**config.mk**
```make
export PLATFORM = sky130hd
export DESIGN_NAME = bus_cycle_sequencer_flat
export DESIGN_NICKNAME = d
export VERILOG_FILES = /design/src/rtl/bus_cycle_sequencer_if.sv /design/src/rtl/bus_cycle_sequencer.sv /design/src/flat_wrapper.sv
export SDC_FILE = /design/constraint.sdc
export NUM_CORES = 1
export LEC_CHECK = 0
export CAP_MARGIN = 20
export CORE_MARGIN = 1
export CORE_UTILIZATION = 57
export CTS_BUF_LIST = sky130_fd_sc_hd__clkbuf_16
export CTS_CLUSTER_SIZE = 14
export DETAILED_ROUTE_END_ITERATION = 16
export DONT_BUFFER_PORTS = 1
export GPL_TIMING_DRIVEN = 0
export PLACE_DENSITY = 0.71
export SLEW_MARGIN = 20
export SYNTH_ARGS = -nofsm -noshare
export SYNTH_HDL_FRONTEND = slang
export SYNTH_SLANG_ARGS = --single-unit
```
**constraint.sdc**
```tcl
create_clock -name clk -period 1.9 [get_ports clk]
set_input_delay 0.19 -clock clk [delete_from_list [all_inputs] [get_ports clk]]
set_output_delay 0.19 -clock clk [all_outputs]
set_load 0.02 [all_outputs]
```
**src/rtl/bus_cycle_sequencer_if.sv**
```systemverilog
`default_nettype none
`timescale 1ns/1ps
// ============================================================================
// Module   : bus_cycle_sequencer_if
// Purpose  : Bundles the core memory port, the board-level AD bus, latch and
//            strobe pins, and the DMA HOLD handshake of the pine16 bus
//            cycle sequencer.
// Modports : master - the core/board side (drives req, we, addr, wdata,
//                     ready, ad_in, hold_req; observes everything else)
//            slave  - the sequencer itself
// Revision : 1.0  initial release
// ============================================================================
interface bus_cycle_sequencer_if;
    logic        req;        // core requests a bus cycle
    logic        we;         // 1 = write, 0 = read
    logic [15:0] addr;       // cycle address
    logic [15:0] wdata;      // write data
    logic        ready;      // external device ready
    logic [15:0] ad_in;      // AD bus read-back
    logic [15:0] ad_out;     // AD bus drive value
    logic        ad_oe;      // 1 = drive AD bus
    logic        le;         // latch enable to both 573s
    logic        latch_oe_n; // 573 output enable, active low
    logic        rd_n;       // read strobe, active low
    logic        wr_n;       // write strobe, active low
    logic        ack;        // one-cycle cycle-complete pulse
    logic [15:0] rdata;      // captured read data
    logic        busy;       // sequencer not in IDLE
    logic        hold_req;   // DMA master requests the bus
    logic        hold_ack;   // bus released to DMA master

    modport master (
        output req, we, addr, wdata, ready, ad_in, hold_req,
        input  ad_out, ad_oe, le, latch_oe_n, rd_n, wr_n, ack, rdata, busy, hold_ack
    );

    modport slave (
        input  req, we, addr, wdata, ready, ad_in, hold_req,
        output ad_out, ad_oe, le, latch_oe_n, rd_n, wr_n, ack, rdata, busy, hold_ack
    );
endinterface
`default_nettype wire

```
**src/rtl/bus_cycle_sequencer.sv**
```systemverilog
`default_nettype none
`timescale 1ns/1ps
// ============================================================================
// Module   : bus_cycle_sequencer
// Purpose  : Runs one multiplexed 16-bit address/data bus cycle at a time:
//            address phase with the 573 latches transparent, optional latch
//            hold, strobed data phase with wait states, then a one-cycle end
//            phase with ack. Hands the whole bus to a DMA master via HOLD.
// Ports    : clk  - single clock, rising edge
//            rst  - synchronous active-high reset
//            bus  - bus_cycle_sequencer_if.slave (core port, AD bus, latch
//                   LE/OE, RD_n/WR_n, HOLD handshake)
// Params   : LE_CYC   cycles LE is high with the address on AD (>=1)
//            HOLD_CYC cycles the address is held after LE falls (0 = none)
//            WAIT_CYC minimum strobe cycles before ready is sampled
// Revision : 1.0  initial release
// ============================================================================
module bus_cycle_sequencer #(
    parameter int LE_CYC   = 1,
    parameter int HOLD_CYC = 1,
    parameter int WAIT_CYC = 1
) (
    input  wire logic            clk,
    input  wire logic            rst,
    bus_cycle_sequencer_if.slave bus
);

    // Phase counters count down to zero; each phase lasts load+1 cycles.
    localparam logic [15:0] c_le_load   = (LE_CYC   < 1) ? 16'd0 : 16'(LE_CYC - 1);
    localparam logic [15:0] c_hold_load = (HOLD_CYC < 1) ? 16'd0 : 16'(HOLD_CYC - 1);
    localparam logic [15:0] c_wait_load = (WAIT_CYC < 1) ? 16'd0 : 16'(WAIT_CYC - 1);
    localparam logic        c_has_hold  = (HOLD_CYC > 0);

    localparam logic [2:0] c_st_idle  = 3'd0;
    localparam logic [2:0] c_st_addr  = 3'd1;
    localparam logic [2:0] c_st_hold  = 3'd2;
    localparam logic [2:0] c_st_data  = 3'd3;
    localparam logic [2:0] c_st_end   = 3'd4;
    localparam logic [2:0] c_st_grant = 3'd5;

    logic [2:0]  r_state;
    logic [15:0] r_cnt;
    logic [15:0] r_addr;
    logic [15:0] r_wdata;
    logic        r_we;

    logic [15:0] r_ad_out;
    logic        r_ad_oe;
    logic        r_le;
    logic        r_latch_oe_n;
    logic        r_rd_n;
    logic        r_wr_n;
    logic        r_ack;
    logic [15:0] r_rdata;
    logic        r_busy;
    logic        r_hold_ack;

    // Outputs are computed for the state being entered, so every pin
    // changes on the same edge as the state register.
    always_ff @(posedge clk) begin
        if (rst) begin
            r_state      <= c_st_idle;
            r_cnt        <= 16'd0;
            r_addr       <= 16'd0;
            r_wdata      <= 16'd0;
            r_we         <= 1'b0;
            r_ad_out     <= 16'd0;
            r_ad_oe      <= 1'b0;
            r_le         <= 1'b0;
            r_latch_oe_n <= 1'b1;
            r_rd_n       <= 1'b1;
            r_wr_n       <= 1'b1;
            r_ack        <= 1'b0;
            r_rdata      <= 16'd0;
            r_busy       <= 1'b0;
            r_hold_ack   <= 1'b0;
        end else begin
            r_ack <= 1'b0;
            case (r_state)
                c_st_idle: begin
                    if (bus.req) begin
                        // req wins over hold_req in the same cycle
                        r_addr       <= bus.addr;
                        r_we         <= bus.we;
                        r_wdata      <= bus.wdata;
                        r_cnt        <= c_le_load;
                        r_ad_out     <= bus.addr;
                        r_ad_oe      <= 1'b1;
                        r_le         <= 1'b1;
                        r_latch_oe_n <= 1'b0;
                        r_busy       <= 1'b1;
                        r_state      <= c_st_addr;
                    end else if (bus.hold_req) begin
                        r_hold_ack   <= 1'b1;
                        r_latch_oe_n <= 1'b1;
                        r_ad_oe      <= 1'b0;
                        r_le         <= 1'b0;
                        r_busy       <= 1'b1;
                        r_state      <= c_st_grant;
                    end else begin
                        r_latch_oe_n <= 1'b0;
                        r_ad_oe      <= 1'b0;
                        r_le         <= 1'b0;
                        r_busy       <= 1'b0;
                        r_hold_ack   <= 1'b0;
                    end
                end

                c_st_addr, c_st_hold: begin
                    if (r_cnt != 16'd0) begin
                        r_cnt <= r_cnt - 16'd1;
                    end else if (r_state == c_st_addr && c_has_hold) begin
                        // LE falls, address stays on AD for the latch hold time
                        r_le    <= 1'b0;
                        r_cnt   <= c_hold_load;
                        r_state <= c_st_hold;
                    end else begin
                        r_le     <= 1'b0;
                        r_ad_oe  <= r_we;
                        r_ad_out <= r_we ? r_wdata : r_addr;
                        r_rd_n   <= r_we;
                        r_wr_n   <= ~r_we;
                        r_cnt    <= c_wait_load;
                        r_state  <= c_st_data;
                    end
                end

                c_st_data: begin
                    // ready is only looked at once the minimum strobe width is met
                    if (r_cnt != 16'd0) begin
                        r_cnt <= r_cnt - 16'd1;
                    end else if (bus.ready) begin
                        if (!r_we) begin
                            r_rdata <= bus.ad_in;
                        end
                        r_rd_n  <= 1'b1;
                        r_wr_n  <= 1'b1;
                        r_ack   <= 1'b1;
                        r_state <= c_st_end;
                    end
                end

                c_st_end: begin
                    r_ad_oe      <= 1'b0;
                    r_latch_oe_n <= 1'b0;
                    r_busy       <= 1'b0;
                    r_state      <= c_st_idle;
                end

                c_st_grant: begin
                    if (!bus.hold_req) begin
                        r_hold_ack   <= 1'b0;
                        r_latch_oe_n <= 1'b0;
                        r_busy       <= 1'b0;
                        r_state      <= c_st_idle;
                    end
                end

                default: begin
                    r_ad_oe      <= 1'b0;
                    r_le         <= 1'b0;
                    r_latch_oe_n <= 1'b0;
                    r_rd_n       <= 1'b1;
                    r_wr_n       <= 1'b1;
                    r_busy       <= 1'b0;
                    r_hold_ack   <= 1'b0;
                    r_state      <= c_st_idle;
                end
            endcase
        end
    end

    assign bus.ad_out     = r_ad_out;
    assign bus.ad_oe      = r_ad_oe;
    assign bus.le         = r_le;
    assign bus.latch_oe_n = r_latch_oe_n;
    assign bus.rd_n       = r_rd_n;
    assign bus.wr_n       = r_wr_n;
    assign bus.ack        = r_ack;
    assign bus.rdata      = r_rdata;
    assign bus.busy       = r_busy;
    assign bus.hold_ack   = r_hold_ack;

endmodule
`default_nettype wire
```
**src/flat_wrapper.sv**
```systemverilog
// flat-port wrapper written by rule: the top's interface ports become plain ports
module bus_cycle_sequencer_flat 
#(
    parameter int LE_CYC   = 1,
    parameter int HOLD_CYC = 1,
    parameter int WAIT_CYC = 1
)
  (clk, rst, bus_req, bus_we, bus_addr, bus_wdata, bus_ready, bus_ad_in, bus_hold_req, bus_ad_out, bus_ad_oe, bus_le, bus_latch_oe_n, bus_rd_n, bus_wr_n, bus_ack, bus_rdata, bus_busy, bus_hold_ack);
  bus_cycle_sequencer_if bus_i ();
  input  wire logic clk;
  input  wire logic rst;
  input wire logic [$bits(bus_i.req)-1:0] bus_req;
  input wire logic [$bits(bus_i.we)-1:0] bus_we;
  input wire logic [$bits(bus_i.addr)-1:0] bus_addr;
  input wire logic [$bits(bus_i.wdata)-1:0] bus_wdata;
  input wire logic [$bits(bus_i.ready)-1:0] bus_ready;
  input wire logic [$bits(bus_i.ad_in)-1:0] bus_ad_in;
  input wire logic [$bits(bus_i.hold_req)-1:0] bus_hold_req;
  output wire logic [$bits(bus_i.ad_out)-1:0] bus_ad_out;
  output wire logic [$bits(bus_i.ad_oe)-1:0] bus_ad_oe;
  output wire logic [$bits(bus_i.le)-1:0] bus_le;
  output wire logic [$bits(bus_i.latch_oe_n)-1:0] bus_latch_oe_n;
  output wire logic [$bits(bus_i.rd_n)-1:0] bus_rd_n;
  output wire logic [$bits(bus_i.wr_n)-1:0] bus_wr_n;
  output wire logic [$bits(bus_i.ack)-1:0] bus_ack;
  output wire logic [$bits(bus_i.rdata)-1:0] bus_rdata;
  output wire logic [$bits(bus_i.busy)-1:0] bus_busy;
  output wire logic [$bits(bus_i.hold_ack)-1:0] bus_hold_ack;
  assign bus_i.req = bus_req;
  assign bus_i.we = bus_we;
  assign bus_i.addr = bus_addr;
  assign bus_i.wdata = bus_wdata;
  assign bus_i.ready = bus_ready;
  assign bus_i.ad_in = bus_ad_in;
  assign bus_i.hold_req = bus_hold_req;
  assign bus_ad_out = bus_i.ad_out;
  assign bus_ad_oe = bus_i.ad_oe;
  assign bus_le = bus_i.le;
  assign bus_latch_oe_n = bus_i.latch_oe_n;
  assign bus_rd_n = bus_i.rd_n;
  assign bus_wr_n = bus_i.wr_n;
  assign bus_ack = bus_i.ack;
  assign bus_rdata = bus_i.rdata;
  assign bus_busy = bus_i.busy;
  assign bus_hold_ack = bus_i.hold_ack;
  bus_cycle_sequencer #(.LE_CYC(LE_CYC), .HOLD_CYC(HOLD_CYC), .WAIT_CYC(WAIT_CYC)) u_core (.clk(clk), .rst(rst), .bus(bus_i));
endmodule
```
==> flow_summary.json <==
{
  "status": "complete, but fails checks",
  "violations": "hold timing, setup timing",
  "crit_chain": "inv_2 -> buf_4 -> buf_4 -> buf_4 -> buf_4 -> buf_4 -> buf_4 -> buf_4 -> nand2_1 -> a2111oi_2 -> xnor2_1 -> nor2_1",
  "async_reset_ff_share_pct": 0,
  "min_delay_worst_endpoint": "u_core.bus.rdata[6]",
  "worstPathRequired_ps": 2140,
  "hp-start": "bus_ad_in[6]",
  "ant_nets": 0,
  "yosys.area.top_type": "dfxtp_1",
  "worst_path_max_delay_cell": "a2111oi_2",
  "clk_pin_slew_worst_paths_ps": 60,
  "core_area_um2": 6870,
  "synth_compound_area_share_pct": 16.8,
  "min_period_ps": 2040,
  "grt_pass1_wl_um": 18600,
  "clock_sink_count": 92,
  "multi_input_area_um2": 2260,
  "synthTopCellsByArea": "dfxtp_1, nand2_1, mux2i_1",
  "maxSlewHeadroom_pct": 50.9,
  "syn_to_final_growth_pct": 38.2,
  "grt_setup_unrepaired": "true",
  "synth_top_family_by_area": "simple AND/OR/NAND/NOR gates",
  "setup_tns_ps": -3550,
  "wl_per_cell_um": 19.1,
  "synth_seq_area_share_pct": 44.8,
  "start_kind": "flip-flop",
  "fill_cells": 423,
  "hold_path_class": "in2reg",
  "r2r_start": "u_core.r_cnt[0]",
  "grt_pass1_vias": 3905,
  "worstHoldPathCells": 2,
  "postRouteWirelength_um": 13100,
  "first_iter_violations": 378,
  "cts_tree": "built",
  "antenna_found_initial": 0,
  "crit_path_frequent_cell": "buf_4",
  "firstDrtPassIters": 5,
  "worst_slack_ps": -138,
  "ff2ff_setup_slack_ps": -140,
  "slowest_delay_ps": 440,
  "crit_buf_inv": 8,
  "drt-vias-per-instance": 5.97,
  "clk_latency_ps": 350,
  "die_area_um2": 7560,
  "synth_area_um2": 4120,
  "pwr-share-seq_pct": 29.5,
  "grt.busiest_layer": "met2",
  "synth_mux_area_share_pct": 8.33,
  "cts_root_buf": "clkbuf_16",
  "fmax_mhz": 491,
  "end_kind": "flip-flop",
  "fin_worst_skew_ps": 6.39,
  "rows": 30,
  "power.switching_w": 0.00427,
  "slew_violations": 0,
  "grt_overflow_total": 0,
  "syn_inst": 485,
  "cap_violations": 0,
  "reg2reg_to": "u_core.r_cnt[3]",
  "reg2reg_depth": 12,
  "drive_above_1_share_pct": 22.8,
  "synthSimpleGateAreaFrac_pct": 23.0,
  "grt_max_degree": 15,
  "clockBufferDepth": 2,
  "synth_flop_cell": "dfxtp_1",
  "met1_usage_pct": 37.1,
  "final_nets": 643,
  "synth_edf_count": 0,
  "critPathTopFamily": "buffers and inverters",
  "grt_usage_pct": 32.2,
  "synth_top_area_share_pct": 44.8,
  "combPwrFrac_pct": 51.0,
  "die_width_um": 87.0,
  "switching_share_pct": 41.1,
  "grt_use_met2_pct": 55.6,
  "synth-seq-cells": 92,
  "synth-xor-area-share_pct": 1.70,
  "gp_congestion": 0.876,
  "place_hpwl_um": 6820,
  "peakVddDrop_mv": 1.31,
  "p_leak_nw": 2.13,
  "worst_ep_arrival_time_ps": 2270,
  "ys_types": 56,
  "die_h_um": 87.0,
  "htree_levels": 3,
  "fin_total_pwr_w": 0.0104,
  "hold_violations": 2,
  "max_slew.worst_pin.slew_ps": 736,
  "cts_buffers": 9,
  "drcViolationCount": 0,
  "diodes": 0,
  "synth_area_per_cell_um2": 8.48,
  "clkPwrFrac_pct": 19.5,
  "critical_path_depth": 12,
  "met3_usage_pct": 9.00,
  "worst_hold_slack_ps": -7.61,
  "fin_crit_sh_pct": 107,
  "yosys_warnings": 0,
  "vias": 4109,
  "synthAdderAreaFrac_pct": 0.304,
  "p_int_w": 0.00612,
  "setup-violations-final": 58,
  "critical_path_class": "reg2reg",
  "seq_area_um2": 1860,
  "start_util_pct": 59.9,
  "synthesis.nets": 540,
  "ios": 94,
  "port_buffers": 0,
  "dp_worst_setup_slack_ps": -434,
  "worst-path-max-fanout": 3,
  "power.density_nw_per_um2": 1830
}
[sequential cells by signal (all words and copies together), names as in the netlist, 3 cells and up]
| register | count |
|---|---|
| u_core.r_wdata | 16 |
| u_core.r_addr | 16 |
| u_core.r_state | 3 |
| u_core.bus.ad_out | 16 |
| u_core.r_cnt | 16 |
| u_core.bus.rdata | 16 |
[routing by layer]
layer | share of wire (%) | routed length [µm] | vias up
met3 | 7.4 | 970 | 66
met5 | 0 | 0 | -
met2 | 50 | 6550 | 218
li1 | - | - | 1899
met4 | 4.2 | 557 | 0
met1 | 38 | 5050 | 1926
[worst reg2reg max path: cells and delay by family, from the launching register on]
family                 cells  cell delay (ps)
buffers and inverters      8              790
AO/OA/AOI/OAI              1              450
flip-flops                 1              330
XOR/XNOR                   1              190
AND/OR/NAND/NOR            2              170
[kinds of logic (layout without fill, tap and decap cells)]
logic type | count (synthesis) | in the layout
simple gates | 195 | 195
xor+xnor | 8 | 8
buf+inv | 42 | 149
flops | 92 | 92
fa+ha+maj | 1 | 1
mux | 34 | 34
compound gates | 113 | 113
[placed cells by master, fill, tap and decap left out, types with 3 or more instances in the layout]
cell type	instances
nor3_1	4
a211oi_1	4
nand3_1	5
nand2_2	3
xnor2_1	6
or4_1	3
buf_4	43
buf_6	12
a31oi_1	3
dfxtp_4	4
clkbuf_1	13
clkbuf_16	10
mux2i_1	32
nor2b_1	5
nor4_4	3
a21oi_2	3
nor2_1	39
o211ai_1	17
inv_1	8
nand3b_1	3
a21oi_1	57
dfxtp_2	4
clkbuf_8	4
dlygate4sd3_1	41
clkbuf_2	6
dfxtp_1	84
nand2_1	104
o21ai_0	8
bufinv_16	3
[how the worst max path moves through the flow]
| stage | start | end | slack [ps] |
|---|---|---|---|
| floorplan | u_core.r_cnt[1] | u_core.bus.rdata[0] | -20 |
| global placement | u_core.r_state[0] | u_core.bus.ad_out[7] | -360 |
| detailed placement | u_core.r_cnt[1] | u_core.r_cnt[3] | -430 |
| CTS | u_core.r_cnt[0] | u_core.bus.ad_out[11] | -70 |
| global route | u_core.r_cnt[0] | u_core.r_cnt[3] | -230 |
| finish | u_core.r_cnt[0] | u_core.r_cnt[3] | -140 |
[through the flow]
step / util (%) / hold WS, ps / cells / area [µm²]
6_report: 82.8 / -7.61 / 688 / 5690
4_1_cts: 79.2 / 1.65 / 676 / 5440
3_3_place_gp: 62.0 / 292 / 581 / 4260
5_1_grt: 82.8 / 10.1 / 688 / 5690
2_1_floorplan: - / 279 / 485 / 4140
3_5_place_dp: 62.0 / 296 / 581 / 4260
[synthesized netlist by cell type (2+ instances only)]
| library cell | number |
|---|---|
| a2111oi_0 | 3 |
| a211oi_1 | 5 |
| buf_6 | 2 |
| nor3_1 | 5 |
| a31oi_1 | 3 |
| dfxtp_1 | 92 |
| o311ai_0 | 2 |
| or4_1 | 4 |
| and4_1 | 3 |
| xor2_1 | 2 |
| nor4_4 | 3 |
| o211ai_1 | 17 |
| buf_1 | 2 |
| nand3b_1 | 3 |
| xnor2_1 | 6 |
| clkbuf_1 | 22 |
| mux2i_1 | 32 |
| a21oi_1 | 61 |
| o31ai_1 | 2 |
| nand3_1 | 7 |
| buf_2 | 3 |
| buf_4 | 3 |
| o21ai_0 | 11 |
| nand2_1 | 107 |
| clkbuf_8 | 2 |
| nor2b_1 | 5 |
| nor4_1 | 2 |
| inv_1 | 8 |
| mux2_2 | 2 |
| nor2_1 | 39 |
| or2_2 | 2 |
[timing repair]
action	4_1_cts	5_1_grt
endpoints found under the hold margin	41	0
gates resized for setup	37	46
hold buffers	41	0
setup endpoints to repair	64	69
cloned	4	0
pin swaps	13	17
buffers inserted	36	12
[power by group through the flow]
stage                     registers, W  logic (W)  clock network, W
after floorplan                0.00298    0.00253                 0
after global placement         0.00307    0.00314                 0
after detailed placement       0.00309    0.00320                 0
after CTS                      0.00305    0.00429           0.00201
after global routing           0.00312    0.00566           0.00211
final                          0.00307    0.00530           0.00203
[cell type report]
cell class | instances | area share, %
plain buffers | 33 | 3.98
clock buffers | 9 | 3.96
clock inverters | 6 | 1.87
inverters | 8 | 0.528
multi-input cells | 351 | 39.8
flip-flops and latches | 92 | 32.7
well taps | 96 | 2.11
repair buffers | 93 | 15.0
Power figures use the tool's default switching activity.
